<file path="src/rtl/div_seq.sv">
// Multi-cycle radix-2 divider, one quotient bit per cycle, signed/unsigned, with annul.
// Optional leading-zero early termination when DIV_SEQ_EARLY_OUT_EN is defined.
module div_seq #(
  parameter int WIDTH = 32
) (
  input  logic               clk,
  input  logic               rst,
  input  logic               signed_div_i,
  input  logic [WIDTH-1:0]   opdata1_i,
  input  logic [WIDTH-1:0]   opdata2_i,
  input  logic               start_i,
  input  logic               annul_i,
  output logic [2*WIDTH-1:0] result_o,
  output logic               ready_o,
  output logic               busy_o,
  output logic               div_zero_o
);

  localparam int CW = $clog2(WIDTH + 1);

  localparam logic [2:0] S_IDLE   = 3'd0;
  localparam logic [2:0] S_BYZERO = 3'd1;
  localparam logic [2:0] S_ON     = 3'd2;
  localparam logic [2:0] S_CORR   = 3'd3;
  localparam logic [2:0] S_END    = 3'd4;

  logic [2:0]         state_q, state_d;
  logic [CW-1:0]      cnt_q, cnt_d;
  logic [WIDTH-1:0]   rem_q, rem_d;
  logic [WIDTH-1:0]   quo_q, quo_d;
  logic [WIDTH-1:0]   dvs_q, dvs_d;
  logic               qneg_q, qneg_d, rneg_q, rneg_d;
  logic               zdiv_q, zdiv_d;
  logic [2*WIDTH-1:0] result_q, result_d;
  logic               ready_q, ready_d, busy_q, busy_d, dz_q, dz_d;

  logic               sign1, sign2;
  logic [WIDTH-1:0]   mag1, mag2;
  logic [WIDTH:0]     partial, diff;

`ifdef DIV_SEQ_EARLY_OUT_EN
  function automatic logic [CW-1:0] lzc(input logic [WIDTH-1:0] v);
    lzc = CW'(WIDTH);
    for (int i = 0; i < WIDTH; i++)
      if (v[i]) lzc = CW'(WIDTH - 1 - i);
  endfunction
  logic [CW-1:0] lz;
  assign lz = lzc(mag1);
`endif

  assign sign1 = signed_div_i & opdata1_i[WIDTH-1];
  assign sign2 = signed_div_i & opdata2_i[WIDTH-1];
  assign mag1  = sign1 ? -opdata1_i : opdata1_i;
  assign mag2  = sign2 ? -opdata2_i : opdata2_i;

  // quo_q shifts the dividend out of its MSB while quotient bits enter at the LSB
  assign partial = {rem_q, quo_q[WIDTH-1]};
  assign diff    = partial - {1'b0, dvs_q};

  always_comb begin
    state_d  = state_q;
    cnt_d    = cnt_q;
    rem_d    = rem_q;
    quo_d    = quo_q;
    dvs_d    = dvs_q;
    qneg_d   = qneg_q;
    rneg_d   = rneg_q;
    zdiv_d   = zdiv_q;
    result_d = result_q;
    ready_d  = ready_q;
    busy_d   = busy_q;
    dz_d     = dz_q;
    case (state_q)
      S_IDLE: begin
        if (start_i && !annul_i) begin
          busy_d = 1'b1;
          dvs_d  = mag2;
          rem_d  = '0;
          qneg_d = sign1 ^ sign2;
          rneg_d = sign1;
          zdiv_d = 1'b0;
          if (opdata2_i == '0) begin
            state_d = S_BYZERO;
            zdiv_d  = 1'b1;
            quo_d   = '0;
            qneg_d  = 1'b0;
            rneg_d  = 1'b0;
          end else begin
`ifdef DIV_SEQ_EARLY_OUT_EN
            if (mag1 == '0) begin
              state_d = S_BYZERO;
              quo_d   = '0;
              qneg_d  = 1'b0;
              rneg_d  = 1'b0;
            end else begin
              state_d = S_ON;
              quo_d   = mag1 << lz;
              cnt_d   = lz;
            end
`else
            state_d = S_ON;
            quo_d   = mag1;
            cnt_d   = '0;
`endif
          end
        end
      end
      S_BYZERO: begin
        if (annul_i) begin
          state_d = S_IDLE;
          busy_d  = 1'b0;
        end else begin
          state_d = S_CORR;
        end
      end
      S_ON: begin
        if (annul_i) begin
          state_d = S_IDLE;
          busy_d  = 1'b0;
          cnt_d   = '0;
        end else begin
          if (!diff[WIDTH]) begin
            rem_d = diff[WIDTH-1:0];
            quo_d = {quo_q[WIDTH-2:0], 1'b1};
          end else begin
            rem_d = partial[WIDTH-1:0];
            quo_d = {quo_q[WIDTH-2:0], 1'b0};
          end
          cnt_d = cnt_q + 1'b1;
          if (cnt_q == CW'(WIDTH - 1)) state_d = S_CORR;
        end
      end
      S_CORR: begin
        // zero-divisor/zero-dividend paths arrive here with rem/quo cleared and no sign fixup
        result_d = {(rneg_q ? -rem_q : rem_q), (qneg_q ? -quo_q : quo_q)};
        ready_d  = 1'b1;
        dz_d     = zdiv_q;
        busy_d   = 1'b0;
        cnt_d    = '0;
        state_d  = S_END;
      end
      S_END: begin
        if (!start_i) begin
          state_d  = S_IDLE;
          ready_d  = 1'b0;
          result_d = '0;
          dz_d     = 1'b0;
        end
      end
      default: begin
        state_d = S_IDLE;
        busy_d  = 1'b0;
      end
    endcase
  end

  always_ff @(posedge clk) begin
    if (!rst) begin
      state_q  <= S_IDLE;
      cnt_q    <= '0;
      rem_q    <= '0;
      quo_q    <= '0;
      dvs_q    <= '0;
      qneg_q   <= 1'b0;
      rneg_q   <= 1'b0;
      zdiv_q   <= 1'b0;
      result_q <= '0;
      ready_q  <= 1'b0;
      busy_q   <= 1'b0;
      dz_q     <= 1'b0;
    end else begin
      state_q  <= state_d;
      cnt_q    <= cnt_d;
      rem_q    <= rem_d;
      quo_q    <= quo_d;
      dvs_q    <= dvs_d;
      qneg_q   <= qneg_d;
      rneg_q   <= rneg_d;
      zdiv_q   <= zdiv_d;
      result_q <= result_d;
      ready_q  <= ready_d;
      busy_q   <= busy_d;
      dz_q     <= dz_d;
    end
  end

  assign result_o   = result_q;
  assign ready_o    = ready_q;
  assign busy_o     = busy_q;
  assign div_zero_o = dz_q;

endmodule

</file>
<file path="config.mk">
export PLATFORM = sky130hd
export DESIGN_NAME = div_seq
export DESIGN_NICKNAME = d
export VERILOG_FILES = /design/src/rtl/div_seq.sv
export SDC_FILE = /design/constraint.sdc
export NUM_CORES = 1
export LEC_CHECK = 0
export BUFFER_PORTS_ARGS = -buffer_cell sky130_fd_sc_hd__buf_2
export CORE_UTILIZATION = 45
export CTS_CLUSTER_DIAMETER = 200
export DETAILED_ROUTE_END_ITERATION = 10
export GPL_TIMING_DRIVEN = 0
export HOLD_SLACK_MARGIN = 0.15
export PLACE_DENSITY = 0.72
export SKIP_CTS_REPAIR_TIMING = 1
export SYNTH_ARGS = -nofsm -noshare
export SYNTH_HDL_FRONTEND = slang
export SYNTH_SLANG_ARGS = --single-unit
</file>
<file path="constraint.sdc">
create_clock -name clk -period 4.58 [get_ports clk]
set_input_delay 0.687 -clock clk [delete_from_list [all_inputs] [get_ports clk]]
set_output_delay 0.687 -clock clk [all_outputs]
set_load 0.03 [all_outputs]
</file>
==> run metrics, run 1 <==
status=finished, final reports clean; Tcrit/Tclk final=92.2%; H-tree depth=4; Most used DFF post-synth=dfxtp_1; via-per-instance ratio=5.81; endpoints failing setup=0; Leak Pwr=~5.3 nW; Ant. Diodes=0; grt ovf=0; starting density of the core=45.8%; YS warnings=0; P&R area growth vs syn=15.0%; setup ws final=0.359 ns; count of final max-slew check failures=0; CTS tree=yes; cell count after synthesis=1370; top cells by area, synth=dfxtp_1 (31%), xnor2_1 (7.2%), nor2b_1 (5.3%); flops & latches, synth=between 150 and 200; Post-Syn Area=0.0111 mm^2; Starting DRT DRC Count=1056; register area share after synthesis=31.5%; first-pass GRT wire length=between 50 and 60 mm; routed via count=10800; worst-case vdd ir drop=0.000193 V; Die ar.=0.0254 mm^2; Worst Path Required=4.90 ns; pre-CTS setup slack=-0.158 ns; Port Buffers=134; CTS buffer count=17; Nets=around 1600; critical path peak fanout=10; Post-DP Area=0.0122 mm^2; CTS sink cnt=about 180; Clock Tree Buf Depth=2; RSZ-0062 raised after global routing=no; largest net degree at the start of global routing=18; final hold slack=~0.45 ns; Hold/Removal Path Class=register to register; Total GRT Usage=26.0%; Syn Nets=1477; Fill cells=2305; Core Region=0.0243 mm^2; relative slew slack=around 25%; Worst Setup Start Kind=register; routability cong.=0.932; clk_skew=approximately 0.015 ns; row count=57; area leader, netlist=dfxtp_1; Skew-Pair Late Insertion Delay=0.45 ns; DRC=0; min Tclk post-route=4.22 ns; fin util=52.7%; Setup TNS=0 ns; asr flop ratio synth=0%; post-synth top area share=31.5%; wire length per cell=17.9 um; Worst-Margin Slew=1.13 ns; highest clock rate=roughly 240 MHz; Yosys cell types=67; post-route cell area=0.0128 mm^2; clk slew on worst S/H paths=0.07 ns; final wirelength=33.2 mm; vias in the first global route=between 10000 and 15000; layout cells sized above 1=11.7%; Routed Antenna Nets=0; Chip Height=around 160 um; I/O pin count=136; Die X=159 um; critical path class=register to register; First-pass DRT Iterations=8; worst endpoint data arrival time=4.54 ns; maxcap violations=0; Hold Vio Cnt, Final=0; Final HPWL DP=25.5 mm; Power Density=318 mW/mm^2; EDFF count, synth=0; initial antenna violation count=0; Root Driver=clkbuf_16; Synth Area per Inst=8.13 um^2; crit end category=register
[power breakdown]
part           switching, W  internal [W]  leakage, nW
registers         0.0000602       0.00158         1.42
logic              0.000583      0.000370         3.56
clock network      0.000699      0.000785        0.285
[per-stage QoR]
step           total power (W)  cells
6_report               0.00408   1860
5_1_grt                0.00427   1860
4_1_cts                0.00408   1860
3_5_place_dp           0.00261   1828
3_3_place_gp           0.00260   1828
2_1_floorplan          0.00234   1370
[cells by family after synthesis]
kind of cell,count (synthesis),share of synthesized area [%]
XOR/XNOR,140,11.0
buffers and inverters,131,4.41
AO/OA/AOI/OAI,408,25.5
flip-flops,175,31.5
AND/OR/NAND/NOR,448,20.6
multiplexers,30,2.70
adder cells (fa/ha/maj),38,4.34
[final timing paths]
path,start,to,slack [ns],depth (start not counted)
worst max-delay path,rem_q[0],rem_q[17],0.36,12
worst min-delay path,result_o[57],result_o[57],0.45,2
worst max register to register,rem_q[0],rem_q[17],0.36,12
worst min register to register,result_o[57],result_o[57],0.45,2
[metal layers]
layer / part of all wire, % / routed length, um / global-route usage (%)
met1: 45 / 14800 / 34.5
met2: 47 / 15500 / 42.9
met3: 6.2 / 2050 / 3.91
met4: 2.6 / 864 / 9.48
met5: 0 / 0 / 0
[cell usage after synthesis, drive strengths merged, types with 3 or more instances]
| library cell | instances |
|---|---|
| o22ai | 4 |
| o211ai | 5 |
| and2 | 12 |
| a22oi | 56 |
| clkbuf | 78 |
| and3 | 7 |
| o31ai | 31 |
| a21o | 12 |
| inv | 49 |
| or2 | 3 |
| dfxtp | 175 |
| a21oi | 64 |
| a21boi | 10 |
| o21a | 5 |
| ha | 37 |
| nand2b | 16 |
| nor3 | 21 |
| mux2i | 30 |
| nand2 | 145 |
| nor3b | 4 |
| or4 | 17 |
| xor2 | 49 |
| nor4 | 11 |
| nand3 | 23 |
| nand4 | 5 |
| nor2 | 62 |
| or3 | 15 |
| o21ai | 107 |
| buf | 4 |
| nand3b | 7 |
| nor2b | 94 |
| xnor2 | 91 |
| o211a | 29 |
| o41ai | 14 |
| a211oi | 7 |
| or3b | 3 |
| a222oi | 27 |
| a31oi | 10 |
[cells in the final DEF (no fill, tap or decap), drive strengths merged, types with 49 or more instances in the layout]
master  Yosys  final
nor2b      94     94
clkbuf     78     96
inv        49     56
dfxtp     175    175
xor2       49     49
o21ai     107    107
nand2     145    145
a22oi      56     56
nor2       62     62
a21oi      64     64
xnor2      91     91
buf         4    138
[flip-flops by register name, indices dropped and copies added, names as in the netlist]
signal	count
qneg_q	1
rneg_q	1
div_zero_o	1
dvs_q	32
cnt_q	6
zdiv_q	1
state_q	3
rem_q	32
result_o	64
quo_q	32
ready_o	1
busy_o	1
[worst max-delay path, stage by stage (launching register included)]
cell       delay (ns)
dfxtp_1          0.47
inv_1            0.16
fa_1             0.48
nor2b_1          0.17
o2111ai_1        0.17
a211oi_1         0.34
o21ai_0          0.23
a21oi_1          0.25
a221oi_1         0.15
xnor2_2          0.65
clkbuf_1         0.63
mux2i_1          0.29
o21ai_0          0.10
[layout make-up]
class,instances,area (um^2),share of cell area (%)
Buffer,82,309,2.41
Clock buffer,18,439,3.43
Clock inverter,14,150,1.17
Inverter,49,184,1.44
Multi-Input combinational cell,1064,7150,55.8
Sequential cell,175,3500,27.3
Tap cell,324,405,3.16
Timing Repair Buffer,134,671,5.23
(Power assumes the default switching activity.)
==> run 2, diff against run 1 <==
- ABC_AREA: not set -> 1
==> run metrics, run 2 <==
worst-case vdd ir drop=0.000294 V; clk slew on worst S/H paths=roughly 0.080 ns; Clock Tree Buf Depth=2; largest net degree at the start of global routing=20; post-synth top area share=26.0%; Total GRT Usage=28.9%; Routed Antenna Nets=0; Switching Share=39.0%; Yosys cell types=a little under 50; First-pass DRT Iterations=5; RSZ-0062 raised after global routing=no; first-pass GRT wire length=69.9 mm; P_int=0.00278 W; Die X=175 um; register area share after synthesis=26.0%; Worst Setup Start Kind=register; count of final max-slew check failures=0; Core Region=0.0291 mm^2; Most used DFF post-synth=dfxtp_1; Nets=2474; Worst Path Required=4.88 ns; Leak Pwr=7.38 nW; commonest non-fill, non-tap cells in the layout=nand2_1 (642), inv_1 (323), a21oi_1 (196); relative slew slack=39.6%; CTS tree=yes; endpoints failing setup=0; Tcrit/Tclk final=60.0%; Power Density=300 mW/mm^2; Setup TNS=0 ns; Hold Vio Cnt, Final=0; Final HPWL DP=about 36 mm; P&R area growth vs syn=13.1%; cell count after synthesis=around 2200; via-per-instance ratio=around 5.3; Post-Syn Area=0.0134 mm^2; Root Driver=clkbuf_16; I/O pin count=between 100 and 150; CTS sink cnt=175; slowest CP cell=fa_1; total power=approximately 0.0046 W; min Tclk post-route=roughly 2.7 ns; top cells by area, synth=dfxtp_1 (26%), nand2_1 (18%), inv_1 (9.0%); worst endpoint data arrival time=roughly 3 ns; fin util=52.3%; Syn Nets=2320; critical path class=register to register; CTS buffer count=17; Hold/Removal Path Class=register to register; Starting DRT DRC Count=1430; Chip Height=175 um; Crit. path cell count=18; register area=0.00350 mm^2; Sequential Power Share=36.1%; vias in the first global route=13300; crit end category=register; clk_skew=0.0146 ns; starting density of the core=~46%; max reg flops=64; DRC=0; maxcap violations=0; Worst-Margin Slew=~0.91 ns; most common cell after layout, fill and taps aside=nand2_1; wire length per cell=16.0 um; routed via count=14700; Clock Power Share=32.5%; R2R cell count=18; Fill cells=3007; Synth Area per Inst=~6.1 um^2; Die ar.=roughly 0.031 mm^2; combinational group share of total power=approximately a third; Top delay family on crit path=simple AND/OR/NAND/NOR gates; YS warnings=0; row count=62; EDFF count, synth=0; grt ovf=0; initial antenna violation count=1; Most Frequent Cell on Critical Path=nand2_4; max incr delay on CP=0.43 ns; most common library cells after synthesis=nand2_1 (642), inv_1 (323), a21oi_1 (196), nand3_1 (184), dfxtp_1 (175); Skew-Pair Late Insertion Delay=approximately 0.45 ns; layout cells sized above 1=between 10% and 20%; CP Buf/Inv Count=3; Port Buffers=135; r2r setup slk=1.83 ns; Ant. Diodes=0; footprint of the multi-input gates=0.00828 mm^2; flops & latches, synth=175; CP cell instances=inv_1 -> ha_1 -> fa_1 -> inv_1 -> nand2_1 -> nand2_1 -> nand3_1 -> nand2_2 -> nand2_4 -> nand2_4 -> nand2_8 -> nand2_4 -> nand2_4 -> nand2_4 -> buf_12 -> nand2_4 -> nand3_2 -> a21oi_2; critical path peak fanout=10; net switching power figure=0.00178 W; area leader, netlist=dfxtp_1; status=finished, final reports clean; final wirelength=44.2 mm; most common cell in the netlist=nand2_1; highest clock rate=364 MHz; routability cong.=0.963; asr flop ratio synth=0%; H-tree depth=4; Hold Crit Depth=2
[run 2: cell type report]
class | count | area share, %
Buffer | 74 | 2.59
Clock buffer | 18 | 2.89
Clock inverter | 14 | 1.05
Inverter | 339 | 8.37
Multi-Input combinational cell | 1625 | 54.5
Sequential cell | 175 | 23.0
Tap cell | 384 | 3.16
Timing Repair Buffer | 135 | 4.44
[run 2: stage by stage]
step | area (um^2) | worst slack, ns | hold slack (ns) | instances
after floorplan | 13400 | 2.30 | 0.442 | 2213
after global placement | 14600 | 1.79 | 0.448 | 2732
after detailed placement | 14600 | 1.79 | 0.452 | 2732
after CTS | 15200 | 1.83 | 0.463 | 2764
after global routing | 15200 | 1.62 | 0.484 | 2764
final | 15200 | 1.83 | 0.465 | 2764
[run 2: per-layer routing]
layer	global-route usage, %	vias to the layer above	part of all wire [%]
li1	-	7425	-
met1	39.6	6686	46
met2	46.8	562	45
met3	4.07	62	6.6
met4	9.02	0	2.6
met5	0	-	0
[run 2: worst register-to-register path: stages, from the launching register on]
cell	delay, ns
dfxtp_1	0.35
inv_1	0.15
ha_1	0.32
fa_1	0.43
inv_1	0.12
nand2_1	0.06
nand2_1	0.06
nand3_1	0.08
nand2_2	0.13
nand2_4	0.07
nand2_4	0.09
nand2_8	0.07
nand2_4	0.10
nand2_4	0.10
nand2_4	0.13
buf_12	0.18
nand2_4	0.06
nand3_2	0.06
a21oi_2	0.05
[run 2: cell families after synthesis]
group	count (synthesis)	share of synthesized area (%)
and+or+nand+nor	1165	39.3
buffers and inverters	413	12.4
AOI/OAI and AO/OA	372	15.4
DFF	175	26.0
xor gates and xnor gates	50	3.26
adders and majority gates	38	3.59
[run 2: power by group through the flow]
| stage | Combinational [W] | Clock (W) | Sequential, W |
|---|---|---|---|
| final | 0.00143 | 0.00148 | 0.00164 |
| after global routing | 0.00159 | 0.00155 | 0.00165 |
| after CTS | 0.00141 | 0.00149 | 0.00164 |
| after detailed placement | 0.00140 | 0 | 0.00168 |
| after global placement | 0.00138 | 0 | 0.00167 |
| after floorplan | 0.00103 | 0 | 0.00166 |
[run 2: path summary, 6_finish.rpt]
path,from,endpoint
max reg2reg,quo_q[31],rem_q[16]
max,quo_q[31],rem_q[16]
min,result_o[7],result_o[7]
min reg2reg,result_o[7],result_o[7]
